File: src/rtl/gpr_wr_arbiter_if.sv
// Writeback request bundle between the writeback sources and the GPR write port.
// The slave side is the arbiter; the master side is the collection of sources
// plus the GPR that consumes the registered write.
interface gpr_wr_arbiter_if #(
    parameter int N_REQ = 3,
    parameter int AW    = 5,
    parameter int DW    = 32
);
    logic                  hold;
    logic [N_REQ-1:0]      req_valid;
    logic [N_REQ-1:0]      req_ready;
    logic [N_REQ*AW-1:0]   req_addr;
    logic [N_REQ*DW-1:0]   req_data;
    logic [N_REQ-1:0]      req_flag;
    logic [N_REQ*DW-1:0]   req_nflag;
    logic                  WE;
    logic [AW-1:0]         AWr;
    logic [DW-1:0]         Din;
    logic [1:0]            FlagOp;
    logic [DW-1:0]         NFlag;
    logic [1:0]            gnt_id;

    modport slave (
        input  hold, req_valid, req_addr, req_data, req_flag, req_nflag,
        output req_ready, WE, AWr, Din, FlagOp, NFlag, gnt_id
    );

    modport master (
        output hold, req_valid, req_addr, req_data, req_flag, req_nflag,
        input  req_ready, WE, AWr, Din, FlagOp, NFlag, gnt_id
    );
endinterface

File: src/rtl/gpr_wr_arbiter.sv
// Round-robin arbiter sharing the GPR write port and flag-update port among
// N_REQ writeback sources (0=ALU, 1=load, 2=mul/div). One registered output
// stage drives the GPR directly; GPR commits on the edge after it loads.
module gpr_wr_arbiter #(
    parameter int N_REQ = 3,
    parameter int AW    = 5,
    parameter int DW    = 32
) (
    input  logic              clk,
    input  logic              reset,
    gpr_wr_arbiter_if.slave   bus
);
    localparam int PW = (N_REQ > 1) ? $clog2(N_REQ) : 1;

    localparam logic       WR_EN              = 1'b1;
    localparam logic       WR_DIS             = 1'b0;
    localparam logic [1:0] FLAG_OP_DIS        = 2'd0;
    localparam logic [1:0] FLAG_OP_SET        = 2'd1;
    localparam logic [1:0] FLAG_OP_SET_AND_WR = 2'd2;

    logic [PW-1:0]    r_ptr;
    logic             r_we;
    logic [AW-1:0]    r_awr;
    logic [DW-1:0]    r_din;
    logic [1:0]       r_flag_op;
    logic [DW-1:0]    r_nflag;
    logic [1:0]       r_gnt_id;

    logic             w_gnt_vld;
    logic [PW-1:0]    w_gnt_idx;
    logic [N_REQ-1:0] w_ready;
    logic [PW-1:0]    w_ptr_nxt;
    logic [AW-1:0]    w_sel_addr;
    logic [DW-1:0]    w_sel_data;
    logic [DW-1:0]    w_sel_nflag;
    logic             w_sel_flag;
    logic             w_addr_nz;

    // Round-robin search starting at the pointer; ready is gated off during
    // reset and hold and never looks at the data fields.
    always_comb begin
        int v_idx;
        v_idx     = 0;
        w_gnt_vld = 1'b0;
        w_gnt_idx = '0;
        if (reset && !bus.hold) begin
            for (int k = 0; k < N_REQ; k++) begin
                v_idx = int'(r_ptr) + k;
                if (v_idx >= N_REQ) begin
                    v_idx = v_idx - N_REQ;
                end
                if (!w_gnt_vld && bus.req_valid[PW'(v_idx)]) begin
                    w_gnt_vld = 1'b1;
                    w_gnt_idx = PW'(v_idx);
                end
            end
        end
    end

    // One-hot ready plus the payload mux for the granted source.
    always_comb begin
        w_ready     = '0;
        w_sel_addr  = '0;
        w_sel_data  = '0;
        w_sel_nflag = '0;
        w_sel_flag  = 1'b0;
        for (int i = 0; i < N_REQ; i++) begin
            if (w_gnt_idx == PW'(i)) begin
                w_ready[i]  = w_gnt_vld;
                w_sel_addr  = bus.req_addr[i*AW +: AW];
                w_sel_data  = bus.req_data[i*DW +: DW];
                w_sel_nflag = bus.req_nflag[i*DW +: DW];
                w_sel_flag  = bus.req_flag[i];
            end
        end
    end

    // Explicit wrap so non-power-of-two source counts rotate correctly.
    always_comb begin
        w_ptr_nxt = r_ptr;
        if (w_gnt_vld) begin
            if (w_gnt_idx == PW'(N_REQ - 1)) begin
                w_ptr_nxt = '0;
            end else begin
                w_ptr_nxt = PW'(w_gnt_idx + PW'(1));
            end
        end
    end

    assign w_addr_nz = (w_sel_addr != '0);

    // Pointer register; only a completed transfer moves it.
    always_ff @(posedge clk or negedge reset) begin
        if (!reset) begin
            r_ptr <= '0;
        end else begin
            r_ptr <= w_ptr_nxt;
        end
    end

    // Output stage: reloads on every transfer, otherwise write/flag strobes
    // drop while address/data/id hold their last value. Writes to $0 are
    // consumed but never strobe WE; the flag part still goes through.
    always_ff @(posedge clk or negedge reset) begin
        if (!reset) begin
            r_we      <= WR_DIS;
            r_flag_op <= FLAG_OP_DIS;
            r_awr     <= '0;
            r_din     <= '0;
            r_nflag   <= '0;
            r_gnt_id  <= '0;
        end else if (w_gnt_vld) begin
            r_we      <= w_addr_nz ? WR_EN : WR_DIS;
            r_flag_op <= !w_sel_flag ? FLAG_OP_DIS
                       : (w_addr_nz ? FLAG_OP_SET_AND_WR : FLAG_OP_SET);
            r_awr     <= w_sel_addr;
            r_din     <= w_sel_data;
            r_nflag   <= w_sel_nflag;
            r_gnt_id  <= 2'(w_gnt_idx);
        end else begin
            r_we      <= WR_DIS;
            r_flag_op <= FLAG_OP_DIS;
        end
    end

    assign bus.req_ready = w_ready;
    assign bus.WE        = r_we;
    assign bus.AWr       = r_awr;
    assign bus.Din       = r_din;
    assign bus.FlagOp    = r_flag_op;
    assign bus.NFlag     = r_nflag;
    assign bus.gnt_id    = r_gnt_id;
endmodule
File: src/flat_wrapper.sv
// flat-port wrapper written by rule: the top's interface ports become plain ports
module gpr_wr_arbiter_flat 
#(
    parameter int N_REQ = 3,
    parameter int AW    = 5,
    parameter int DW    = 32
)
  (clk, reset, bus_hold, bus_req_valid, bus_req_addr, bus_req_data, bus_req_flag, bus_req_nflag, bus_req_ready, bus_WE, bus_AWr, bus_Din, bus_FlagOp, bus_NFlag, bus_gnt_id);
  gpr_wr_arbiter_if #(.N_REQ(N_REQ), .AW(AW), .DW(DW)) bus_i ();
  input  logic clk;
  input  logic reset;
  input wire logic [$bits(bus_i.hold)-1:0] bus_hold;
  input wire logic [$bits(bus_i.req_valid)-1:0] bus_req_valid;
  input wire logic [$bits(bus_i.req_addr)-1:0] bus_req_addr;
  input wire logic [$bits(bus_i.req_data)-1:0] bus_req_data;
  input wire logic [$bits(bus_i.req_flag)-1:0] bus_req_flag;
  input wire logic [$bits(bus_i.req_nflag)-1:0] bus_req_nflag;
  output wire logic [$bits(bus_i.req_ready)-1:0] bus_req_ready;
  output wire logic [$bits(bus_i.WE)-1:0] bus_WE;
  output wire logic [$bits(bus_i.AWr)-1:0] bus_AWr;
  output wire logic [$bits(bus_i.Din)-1:0] bus_Din;
  output wire logic [$bits(bus_i.FlagOp)-1:0] bus_FlagOp;
  output wire logic [$bits(bus_i.NFlag)-1:0] bus_NFlag;
  output wire logic [$bits(bus_i.gnt_id)-1:0] bus_gnt_id;
  assign bus_i.hold = bus_hold;
  assign bus_i.req_valid = bus_req_valid;
  assign bus_i.req_addr = bus_req_addr;
  assign bus_i.req_data = bus_req_data;
  assign bus_i.req_flag = bus_req_flag;
  assign bus_i.req_nflag = bus_req_nflag;
  assign bus_req_ready = bus_i.req_ready;
  assign bus_WE = bus_i.WE;
  assign bus_AWr = bus_i.AWr;
  assign bus_Din = bus_i.Din;
  assign bus_FlagOp = bus_i.FlagOp;
  assign bus_NFlag = bus_i.NFlag;
  assign bus_gnt_id = bus_i.gnt_id;
  gpr_wr_arbiter #(.N_REQ(N_REQ), .AW(AW), .DW(DW)) u_core (.clk(clk), .reset(reset), .bus(bus_i));
endmodule
File: config.mk
export PLATFORM = sky130hd
export DESIGN_NAME = gpr_wr_arbiter_flat
export DESIGN_NICKNAME = d
export VERILOG_FILES = /design/src/rtl/gpr_wr_arbiter_if.sv /design/src/rtl/gpr_wr_arbiter.sv /design/src/flat_wrapper.sv
export SDC_FILE = /design/constraint.sdc
export NUM_CORES = 1
export LEC_CHECK = 0
export ABC_AREA = 1
export BUFFER_PORTS_ARGS = -buffer_cell sky130_fd_sc_hd__buf_2
export CAP_MARGIN = 10
export CORE_AREA = 2 2 113 115
export DETAILED_ROUTE_END_ITERATION = 7
export DIE_AREA = 0 0 115 117
export PLACE_DENSITY_LB_ADDON = 0.3
export SKIP_LAST_GASP = 1
export SLEW_MARGIN = 20
export SYNTH_ARGS = -nofsm -noshare
export SYNTH_HDL_FRONTEND = slang
export SYNTH_SLANG_ARGS = --single-unit
export TNS_END_PERCENT = 20
File: constraint.sdc
create_clock -name clk -period 2.05 [get_ports clk]
set_input_delay 0.3075 -clock clk [delete_from_list [all_inputs] [get_ports clk]]
set_output_delay 0.3075 -clock clk [all_outputs]
set_load 0.02 [all_outputs]
## Word-level counts from Yosys, hierarchy flattened

Index checks and enable logic that the tools add are counted.

| word-level totals | value |
|---|---|
| flip-flop bits (word level) | 76 |
| output and inout port bits | 77 |
| word-level logic and storage cells | 75 |

| cells by class | value |
|---|---|
| add/sub/neg operators | 6 |
| magnitude comparators | 6 |
| eq/ne operators | 2 |
| mux-type cells | 46 |
| reduce and logical (&&, ||, !) cells | 8 |

Operators with widths:

| operator | count |
|---|---|
| 2-to-1 mux 32 bit | 6 |
| 2-to-1 mux 2 bit | 14 |
| 2-to-1 mux 1 bit | 20 |
| 2-to-1 mux 5 bit | 3 |
| < comparator 2 x 4 -> 1 bit, second input constant | 3 |
| binary-select mux 1 bit (select 2 bit) | 3 |
| greater-or-equal comparator 3 x 2 -> 1 bit, second input constant | 2 |
| nonzero test 5 bit | 1 |
| subtractor 2 x 1 -> 2 bit, second input constant | 2 |
| adder 2 x 1 -> 3 bit, second input constant | 1 |
| adder 2 x 2 -> 3 bit, second input constant | 1 |
| logical AND 1 bit | 3 |
| zero test 1 bit | 3 |
| adder 2 x 1 -> 2 bit, second input constant | 1 |
| equality test 2 x 1 -> 1 bit, second input constant | 1 |
| equality test 2 bit, second input constant | 1 |
| greater-or-equal comparator 2 bit, second input constant | 1 |
| zero test 2 bit | 1 |
| subtractor 2 bit, second input constant | 1 |

## Depth between registers and ports, before layout

| logic depth | value |
|---|---|
| depth in word-level cells | 24 |
| depth in mapped cells | 16 |
| mapped depth without buffers | 16 |

## Worst setup path after synthesis

No wires, ideal clock.

| timing path | value |
|---|---|
| path type | reg2out |
| from | register u_core.r_ptr[0] |
| to | output bus_req_ready[0] |
| arrival | 1880 ps |
| path slack | -137 ps |
| cell stages (with the launch flop) | 13 |
| buffers on the path | 1 |
| cell sequence | dfrtp_1 inv_1 ha_1 inv_2 nand2_1 nand2_1 nand3_2 nand3_2 nand3_2 nand3_4 nand2_4 buf_4 nor2_1 |

| between the ends | value |
|---|---|
| word-level cells in the longest chain between the ends | 18 |
| elaborated cells between the ends (all ways) | 39 |

RTL lines:

| element | line | RTL |
|---|---|---|
| start, declared | gpr_wr_arbiter.sv:21 | `logic [PW-1:0] r_ptr;` |
| start signal, assigned | gpr_wr_arbiter.sv:97 | `r_ptr <= w_ptr_nxt;` |
| parallel branches: the longest is 17 deep, another holds adder 2 x 1 -> 3 bit | n/a |  |
| 2-to-1 mux 1 bit * | gpr_wr_arbiter.sv:68 | `if (w_gnt_idx == PW'(i)) begin` |
| end, declared | flat_wrapper.sv:18 | `output wire logic [$bits(bus_i.req_ready)-1:0] bus_req_ready;` |

Mark *: on every way between the ends. The select of a mux whose other input is x is not followed.

## Worst setup path in the final report

| timing path | value |
|---|---|
| from | register u_core.r_ptr[1] |
| to | output bus_req_ready[1] |

| between the ends | value |
|---|---|
| word-level cells in the longest chain between the ends | 18 |
| elaborated cells between the ends (all ways) | 39 |

RTL lines:

| element | line |
|---|---|
| parallel branches: the longest is 17 deep, another holds adder 2 x 1 -> 3 bit | n/a |
| 2-to-1 mux 1 bit * | gpr_wr_arbiter.sv:68 |

Marked as above.

==> impl_metrics.toml <==
[outcome]
outcome = "finished, violations left"
violations = "setup timing"

[floorplanning]
start_util_pct = 34.7
core_um2 = 12300
ios = 293
die_y_um = 117
fp.dieW_um = 115
num_rows = 41
dieArea_um2 = 13500

[synth]
synth_simple_gate_area_share_pct = 30.4
synth_mux_area_share_pct = 0
synth_fa_ha_area_share_pct = 1.17
synth_edf_count = 0
synth_cells = 544
yosysTopAreaCellShare_pct = 44.5
postSynthAreaPerCell_um2 = 7.85
synth.cell_area_um2 = 4270
yosysTopAreaCell = "dfrtp_1"
ys_seq_elements = 76
synthTopCellsByArea = "dfrtp_1 (45%), nand2_1 (18%), a41oi_1 (10%)"
yosysSeqAreaShare_pct = 44.5
ys_warn_count = 0
synth_top_family_by_area = "simple AND/OR/NAND/NOR gates"
synth_cell_types = 28
yosys_most_used_dff = "dfrtp_1"
yosysMostFrequentCell = "nand2_1"
synth_nets = 764
ys_top_cells_by_count = "nand2_1 (206), dfrtp_1 (76), nor2_1 (62), a41oi_1 (49), buf_2 (24)"
synth_xor_area_share_pct = 0
async_flop_share_pct = 100
synth_compound_area_share_pct = 17.3

[worst_setup_path]
critPathArrivalTime_ps = 2110
path_class = "register to output port"
crit_end = "bus_req_ready[1]"
startpoint = "u_core.r_ptr[1]$_DFFE_PN0P_"
r2r-start = "u_core.r_ptr[1]$_DFFE_PN0P_"
cp_max_fo = 6
reg2reg_slack_ps = -310
r2r.worst_path.cells = 15
cp_data_required_time_ps = 1740
end_kind = "output port"
rr_endpoint = "u_core.bus.NFlag[6]$_DFFE_PN0P_"
startpoint_type = "register"

[layout]
final_util_pct = 58.5
drive_gt1_share_pct = 49.9
nets = 1094
fillers = 1133
finalNonFillerCells = 1030
area_delta_synth_final_pct = 68.8

[drt]
top_layer = "met4"
wl_met1_um = 6580
vias = 5134
drtIter0Drc = 422
wl_met2_um = 8380
via_per_inst = 4.98
wl_per_cell_um = 15.8
wl_met3_um = 1030
routed_wl_um = 16300
ant_nets = 0
remaining_drc_errors = 0
firstDrtPassIters = 4

[placement]
port_buffers = 292
placedCellCount = 988
routabilityCongestion = 0.866
hpwl_um = 11600

[sta]
timing.fmax_mhz = 413
setup_ws_ps = -369
relSlewSlack_pct = 58.6
finalCritPeriodShare_pct = 118
timing_hold_violations_final = 0
worst_slew_pin_slew_ps = 621
fin_skew_ps = 9.14
rsz0062_at_grt = "yes"
setup_viol = 75
slew_viol_final = 0
fin_crit_ps = 2420

[pwr]
cellPowerDensity_nw_per_um2 = 1510
ir_drop_mv = 0.716
leakagePower_nw = 3.58

[global_routing]
grt_pass1_vias = 4692
antenna_found_initial = 1
grtUsageTotal_pct = 22.4
gr-total-overflow = 0
grt_max_degree = 49
grt_pass1_wl_um = 23300

[cts]
cts_tree = "built"
cts_root_buffer = "clkbuf_16"
clkSlewWorstSetupHoldPaths_ps = 60
cts_max_path_buffers = 2
cts_buffers = 9
clock_sinks = 76
clock_latency_ps = 340
htree_num_levels = 3

[worst_hold_path]
hp-class = "primary input to register"
min_path_cells = 3

[run]
drv_cap = 0
## kinds of logic (layout without fill, tap and decap cells)
family	count (synthesis)	in the layout
simple gates	311	311
compound gates	99	99
flops	76	76
buf+inv	54	389
fa+ha+maj	4	4
other cells	0	1
## final cells by class
cell class,instances,area [um2],share of cell area (%)
multi-input combinational,414,2360,32.8
clock inverter,6,113,1.56
clock buffer,10,229,3.18
inverter,17,83.8,1.16
timing repair buffer,356,2330,32.3
sequential,76,1900,26.4
tap,150,188,2.60
antenna,1,2.50,0.0347
## worst max-delay path, cell delays in order (launching register included)
cell	delay (ps)
dfrtp_2	460
ha_4	300
inv_6	90
nand2_2	50
nand2_2	80
nand3_4	90
nand3_2	100
nand3_2	90
nand3_4	140
clkinv_4	80
buf_4	140
buf_4	150
## state kept, by name (all words and copies together), names as in the netlist
| name | flops |
|---|---|
| u_core.bus.FlagOp | 2 |
| u_core.bus.gnt_id | 2 |
| u_core.bus.Din | 32 |
| u_core.bus.NFlag | 32 |
| u_core.bus.AWr | 5 |
| u_core.r_ptr | 2 |
| u_core.bus.WE | 1 |
## how the worst min path moves through the flow
stage,slack (ps),endpoint,start
finish,230,u_core.bus.NFlag[3]$_DFFE_PN0P_,bus_req_nflag[3]
CTS,220,u_core.bus.NFlag[16]$_DFFE_PN0P_,bus_req_nflag[16]
global placement,350,u_core.bus.FlagOp[0]$_DFF_PN0_,reset
detailed placement,360,u_core.bus.AWr[3]$_DFFE_PN0P_,reset
floorplan,10,u_core.bus.AWr[0]$_DFFE_PN0P_,reset
global route,230,u_core.bus.NFlag[3]$_DFFE_PN0P_,bus_req_nflag[3]
## through the flow
step                hold WS [ps]  TNS [ps]  setup slack (ps)  power, W  cell area (um2)
floorplan                   11.9     -29.0             -20.6   0.00587             4280
global placement             346     -5380              -122   0.00792             6190
detailed placement           361     -7930              -155   0.00796             6190
CTS                          219    -10860              -302    0.0104             6850
global route                 227    -25790              -483    0.0116             7210
finish                       230    -15700              -369    0.0109             7210
## metal layers
| metal | track usage, % | up-vias |
|---|---|---|
| met5 | 0 | - |
| met4 | 9.24 | 0 |
| met3 | 4.22 | 24 |
| met2 | 38.8 | 223 |
| met1 | 27.6 | 2369 |
| li1 | - | 2518 |
## placed cells by master (no fill, tap or decap), types with 4 or more instances in the layout
master,Yosys,layout
buf_2,24,288
nand2_1,206,193
dfrtp_1,76,75
nor2_1,62,61
a41oi_1,49,42
buf_4,3,35
buf_12,0,19
o21ai_0,17,17
nand3_1,21,15
clkbuf_16,0,13
a21oi_1,15,11
nand3_2,5,10
o31ai_1,10,10
nand2_2,3,9
inv_1,12,8
nand2_4,1,8
a41oi_2,0,7
buf_6,5,7
or2_2,5,5
inv_2,4,4
clkinv_4,0,4
ha_4,0,4
## where the power goes
group          internal [W]  switching, W  total (W)
registers           0.00222      0.000395    0.00261
clock network       0.00119      0.000639    0.00183
logic               0.00274       0.00370    0.00643
## what timing repair did
action	in CTS	in global routing
resized for setup	33	54
buffers inserted	13	7
hold buffers	1	0
pin swaps	6	17
setup endpoints to repair	74	79
endpoints found under the hold margin	21	0
gates cloned	3	4
(Power assumes the default switching activity.)
